File: src/rtl/instr_fetch_pkg.sv
// Shared fetch/decode definitions: FSM state encoding, the reset NOP and the
// major opcodes that the control unit also decodes.
package instr_fetch_pkg;

    typedef enum logic [1:0] {
        ST_FETCH = 2'd0,
        ST_WAIT  = 2'd1,
        ST_HOLD  = 2'd2,
        ST_DRAIN = 2'd3
    } fetch_state_e;

    localparam logic [31:0] NOP_INSTR = 32'h0000_0013;

    localparam logic [6:0] OP_RTYPE = 7'b0110011;
    localparam logic [6:0] OP_ITYPE = 7'b0010011;
    localparam logic [6:0] OP_LOAD  = 7'b0000011;
    localparam logic [6:0] OP_STORE = 7'b0100011;

endpackage

File: src/rtl/instr_fetch_pc_reg.sv
// Program counter: async reset to RESET_PC, +4 step, redirect load with the
// low two bits forced to zero. Load wins over increment.
module instr_fetch_pc_reg #(
    parameter int               XLEN     = 32,
    parameter logic [XLEN-1:0]  RESET_PC = '0
) (
    input  logic            clk,
    input  logic            rst,
    input  logic            inc_i,
    input  logic            load_i,
    input  logic [XLEN-1:0] load_pc_i,
    output logic [XLEN-1:0] pc_o
);

    logic [XLEN-1:0] pc_q;
    logic [XLEN-1:0] pc_d;

    always_comb begin
        pc_d = pc_q;
        if (load_i) begin
            pc_d = load_pc_i & ~XLEN'(3);
        end else if (inc_i) begin
            pc_d = pc_q + XLEN'(4);
        end
    end

    always_ff @(posedge clk or posedge rst) begin
        if (rst) begin
            pc_q <= RESET_PC;
        end else begin
            pc_q <= pc_d;
        end
    end

    assign pc_o = pc_q;

endmodule

File: src/rtl/instr_fetch.sv
// Fetch stage: one outstanding imem read, returned word held for decode under
// valid/ready; a redirect squashes whatever is in flight or held.
module instr_fetch
    import instr_fetch_pkg::*;
#(
    parameter int               XLEN     = 32,
    parameter int               ADDR_W   = 8,
    parameter logic [XLEN-1:0]  RESET_PC = '0
) (
    input  logic              clk,
    input  logic              rst,
    output logic              imem_req,
    output logic [ADDR_W-1:0] imem_addr,
    input  logic              imem_rvalid,
    input  logic [31:0]       imem_rdata,
    input  logic              redirect,
    input  logic [XLEN-1:0]   redirect_pc,
    input  logic              id_ready,
    output logic              id_valid,
    output logic [31:0]       id_instr,
    output logic [XLEN-1:0]   id_pc,
    output logic [6:0]        OP,
    output logic [2:0]        Funct3,
    output logic [6:0]        Funct7,
    output logic [4:0]        rs1,
    output logic [4:0]        rs2,
    output logic [4:0]        rd
);

    fetch_state_e     state_q;
    logic             id_valid_q;
    logic [31:0]      id_instr_q;
    logic [XLEN-1:0]  id_pc_q;
    logic [XLEN-1:0]  pc;
    logic             capture;

    // Only a response that completes the live request advances the PC.
    assign capture = (state_q == ST_WAIT) && imem_rvalid && !redirect;

    instr_fetch_pc_reg #(
        .XLEN     (XLEN),
        .RESET_PC (RESET_PC)
    ) u_pc_reg (
        .clk       (clk),
        .rst       (rst),
        .inc_i     (capture),
        .load_i    (redirect),
        .load_pc_i (redirect_pc),
        .pc_o      (pc)
    );

    always_ff @(posedge clk or posedge rst) begin
        if (rst) begin
            state_q    <= ST_FETCH;
            id_valid_q <= 1'b0;
            id_instr_q <= NOP_INSTR;
            id_pc_q    <= RESET_PC;
        end else begin
            case (state_q)
                ST_FETCH: begin
                    if (!redirect) state_q <= ST_WAIT;
                end
                ST_WAIT: begin
                    if (redirect) begin
                        state_q <= imem_rvalid ? ST_FETCH : ST_DRAIN;
                    end else if (imem_rvalid) begin
                        id_instr_q <= imem_rdata;
                        id_pc_q    <= pc;
                        id_valid_q <= 1'b1;
                        state_q    <= ST_HOLD;
                    end
                end
                ST_HOLD: begin
                    if (redirect || id_ready) begin
                        id_valid_q <= 1'b0;
                        state_q    <= ST_FETCH;
                    end
                end
                ST_DRAIN: begin
                    if (imem_rvalid) state_q <= ST_FETCH;
                end
                default: state_q <= ST_FETCH;
            endcase
            if (redirect) id_valid_q <= 1'b0;
        end
    end

    assign imem_req  = (state_q == ST_FETCH) && !redirect;
    assign imem_addr = pc[ADDR_W+1:2];

    assign id_valid = id_valid_q;
    assign id_instr = id_instr_q;
    assign id_pc    = id_pc_q;

    assign OP     = id_instr_q[6:0];
    assign rd     = id_instr_q[11:7];
    assign Funct3 = id_instr_q[14:12];
    assign rs1    = id_instr_q[19:15];
    assign rs2    = id_instr_q[24:20];
    assign Funct7 = id_instr_q[31:25];

endmodule
File: config.mk
export PLATFORM = sky130hd
export DESIGN_NAME = instr_fetch
export DESIGN_NICKNAME = d
export VERILOG_FILES = /design/src/rtl/instr_fetch_pkg.sv /design/src/rtl/instr_fetch_pc_reg.sv /design/src/rtl/instr_fetch.sv
export SDC_FILE = /design/constraint.sdc
export NUM_CORES = 1
export LEC_CHECK = 0
export BUFFER_PORTS_ARGS = -buffer_cell sky130_fd_sc_hd__buf_2
export CAP_MARGIN = 30
export CORE_ASPECT_RATIO = 1.2
export CORE_MARGIN = 2
export CORE_UTILIZATION = 25
export DETAILED_ROUTE_END_ITERATION = 12
export MAX_ROUTING_LAYER = met4
export PLACE_DENSITY = 0.56
export SLEW_MARGIN = 10
export SYNTH_ARGS = -nofsm -noshare
export SYNTH_HDL_FRONTEND = slang
export SYNTH_SLANG_ARGS = --single-unit
File: constraint.sdc
create_clock -name clk -period 8.4 [get_ports clk]
set_clock_uncertainty 0.1 [all_clocks]
set_input_delay 1.68 -clock clk [delete_from_list [all_inputs] [get_ports clk]]
set_output_delay 1.68 -clock clk [all_outputs]
set_load 0.03 [all_outputs]
# [Word level (Yosys, flattened, before mapping)]
# Cells that the tools add are included.
[classes] muxes=13 reduce_logical=11 bitwise_logic=1 add_sub_neg=1 eq_ne=8
[op_table] op="two-way mux 32 bit" n=2
[op_table] op="adder 32 x 3 -> 32 bit, second input constant" n=1
[op_table] op="two-way mux 2 bit" n=6
[op_table] op="one-hot mux 2 bit (4 select lines)" n=1
[op_table] op="inequality test 2 bit, second input constant" n=3
[op_table] op="inequality test 3 bit, second input constant" n=2
[op_table] op="AND reduction 3 bit" n=2
[op_table] op="equality test 2 bit, second input constant" n=2
[op_table] op="AND reduction 4 bit" n=1
[op_table] op="logical AND 1 bit" n=3
[op_table] op="two-way mux 1 bit" n=3
[op_table] op="nonzero test 3 bit" n=1
[op_table] op="equality test 2 x 1 -> 1 bit, second input constant" n=1
[op_table] op="logical NOT 2 bit" n=1
[op_table] op="one-hot mux 1 bit (2 select lines)" n=1
[op_table] op="nonzero test 2 bit" n=1
[op_table] op="logical NOT 1 bit" n=1
[op_table] op="logical OR 1 bit" n=1
[op_table] op="NOT 1 bit" n=1
[word_totals] register_bits=99 word_cells=39

# [Longest topological paths before layout]
[logic_depth] depth_word=5 depth_mapped=6 mapped_depth_nobuf=5

# [Modules after synthesis]
# A second synthesis with hierarchy kept.
[unflattened] cells_unflattened=379 hier_area_um2=4773.3
[modules_own_cells] module="instr_fetch" n_inst=1 area_per_inst_um2=2985.4 cells_each=182
[modules_own_cells] module="instr_fetch_pc_reg" n_inst=1 area_per_inst_um2=1788.0 cells_each=197

# [Worst setup path before layout]
# No wires, ideal clock.
[synth_timing] path_type="input-to-output" startpoint="in redirect" endpoint="out imem_req" cell_stages=2 setup_slack_ps=4031 arrival_ps=2589 t_required_ps=6620 path_buffers=1 cell_sequence="clkbuf_1 nor3_1"
[synth_via] elab_chain_cells=2
[synth_rtl] element="start: declaration" line="instr_fetch.sv:16" rtl="input logic redirect,"
[synth_rtl] element="logical NOT 1 bit" line="instr_fetch.sv:88" rtl="assign imem_req = (state_q == ST_FETCH) && !redirect;"
[synth_rtl] element="logical AND 1 bit" line="instr_fetch.sv:88"
[synth_rtl] element="end: declaration" line="instr_fetch.sv:12" rtl="output logic imem_req,"
# Every way passes these cells.

# [Worst setup path after layout]
# Same ends and word-level chain as after synthesis.

==> reports/qor.txt <==
status: completed
Synth-to-Final Area Change: 23.8%
WP data arrival: 2.54 ns
vias in the first global route: 3440
Post-synth EDFFs: 0
Lkg Pwr: 2.53 nW
Worst Path Required: 6.62 ns
proportion of synthesized area in mux cells: 15.5%
Hold Fails Final Rpt: 0
post-cts resize count: 0
via count: 3466
top-count cell post-synth: dfrtp_1
crit path launch type: primary input
DR WL/cell: 14.8 um
Starting Density: 25.4%
adder-cell area share of the yosys netlist: 0.273%
Num CTS Buffers: 9
Final period util: 51.5%
share of the synthesized area in the top cell type: 50.3%
I/O pin count: 175
TNS Setup: 0 ns
Reg clk slew, reported paths: 0.08 ns
fmax: 231 MHz
Slew headroom: 55.4%
Synth top cells by count: dfrtp_1, mux2_2, buf_4
drt first pass iters: 4
final setup fails: 0
Clock Latency Late Sink: 0.36 ns
Die H: 152 um
post-CTS setup buffer count: 0
Core ar.: 18000 sq um
synth warn: 0
Iter 0 DRT Violations: 183
Post-DP HPWL: 8100 um
crit path time final: 4.32 ns
initial antenna violation count: 0
H-Tree Depth: 3
Maximum Capacitance Violations: 0
Die ar.: 19400 sq um
total inserted antenna cells: 0
register area share after synthesis: 52.0%
first-pass GRT wire length: 17800 um
antenna viol nets, final: 0
layout cells sized above 1: 50.2%
total length of routed wires: 11100 um
Sink Count: 95
Yosys reg bits: 95
GR Overflow Total: 0
PD cells: 384 nW/um^2
Root Buffer: clkbuf_16
Mapped Area: 4580 sq um
worst slew pin tran: 0.669 ns
CP cell instances: buf_2, buf_4, nor3_1, buf_2
Cell variety after synth: 47
crit path max fanout: 41
# port buffers: 170
Yosys top cell by area: dfrtp_1
compound-cell area share of the yosys netlist: 6.97%
number of nets in the layout: 593
post-synthesis xor/xnor area fraction: 1.72%
final total power: 2.18 mW
slowest cell on the critical path: nor3_1
Clock Path Buffers: 2
Mean Syn Cell Area: 11.5 sq um
Remaining DRCs: 0
Worst path max stage delay: 0.26 ns
Final Max Slew Viols: 0
Rows: 54
simple-gate share of the synthesized area: 14.1%
GRT Total Usage: 11.9%
asr flop ratio synth: 100%
WS Path Type: in -> out
Critical Path Most Common Cell: buf_2
largest net degree at the start of global routing: 51
CTS tree: done
unrepaired setup endpoints after global routing: no
Gate Count Post-Synth: 398
Worst VDD drop: 0.117 mV
hold crit path type: reg -> reg
Critical Path Sink Type: output port
DIE WIDTH: 128 um
post-layout utilization of the core: 31.4%
routed vias/inst: 4.61
Main synth FF type: dfrtp_1
Synth area leaders: dfrtp_1, mux2_2, buf_4, or4_1, nand2_1
GPL Wtd Cong: 0.747
# hold bufs at CTS: 0
largest family of logic cells by synthesized area: multiplexers
-- worst max-delay path: cells and delay by family --
kind	cells	cell delay (ns)
buffers and inverters	3	0.59
AND/OR/NAND/NOR	1	0.26
-- area by class of cell --
type | count | area, sq um
Clock inverter | 7 | 101
Multi-Input combinational cell | 239 | 1780
Timing Repair Buffer | 174 | 881
Tap cell | 224 | 280
Fill cell | 1837 | 12400
Sequential cell | 95 | 2380
Clock buffer | 9 | 225
Inverter | 4 | 17.5
-- path summary, 6_finish.rpt --
check	start	endpoint	slack [ns]	depth (start not counted)
setup reg to reg	state_q[1]$_DFFE_PP0P_	id_instr[15]$_DFFE_PP0P_	5.59	5
max in group asynchronous	rst	u_pc_reg.pc_o[3]$_DFFE_PP0P_	5.81	3
setup / recovery	redirect	imem_req	4.08	4
min in group asynchronous	rst	id_instr[23]$_DFFE_PP0P_	1.28	2
hold reg to reg	id_pc[9]$_DFFE_PP0P_	id_pc[9]$_DFFE_PP0P_	0.41	1
hold / removal	id_pc[9]$_DFFE_PP0P_	id_pc[9]$_DFFE_PP0P_	0.41	1
-- metal layers --
metal  vias up  GRT usage (%)  routed length (um)
li1       1655              -                   -
met1      1703           13.7                4690
met2        96           20.4                5810
met3        12           2.28                 449
met4         0           4.50                 182
met5         -              -                   0
-- sequential cells by signal, summed over array words and instances, names as in the netlist --
register	flops
id_valid	1
state_q	2
id_instr	32
id_pc	30
u_pc_reg.pc_o	30
-- per-stage QoR --
step,hold slack [ns],cell area (sq um),cells,worst slack [ns]
after floorplan,0.394,4580,399,4.03
after global placement,0.387,5340,736,4.08
after detailed placement,0.391,5340,736,4.07
after CTS,0.411,5670,752,4.06
after global routing,0.415,5670,752,4.01
final,0.406,5670,752,4.08
-- cells in the final DEF, fill, tap and decap left out, types with 5 or more instances in the layout --
cell type and count:
or4_1 15, buf_2 170, a31oi_1 13, xor2_1 5, nor2_1 15, o21ai_0 14
nand2_1 27, o31ai_1 11, nand3_1 18, nand4_1 6, mux2_2 62, clkbuf_16 9
dfrtp_1 92
-- cell families (layout without fill, tap and decap cells) --
kind of cell	count (synthesis)	count (layout)
AO/OA/AOI/OAI	50	50
XOR/XNOR	9	9
adder cells (fa/ha/maj)	1	1
buffers and inverters	65	194
flip-flops	95	95
multiplexers	63	63
other	1	2
AND/OR/NAND/NOR	114	114
-- where the power goes --
part | leakage [nW] | internal, mW | switching, mW
combinational | 1.25 | 0.311 | 0.666
sequential | 1.12 | 0.631 | 0.113
clock | 0.158 | 0.265 | 0.191
Note: power is estimated with default switching activity, not from simulation.
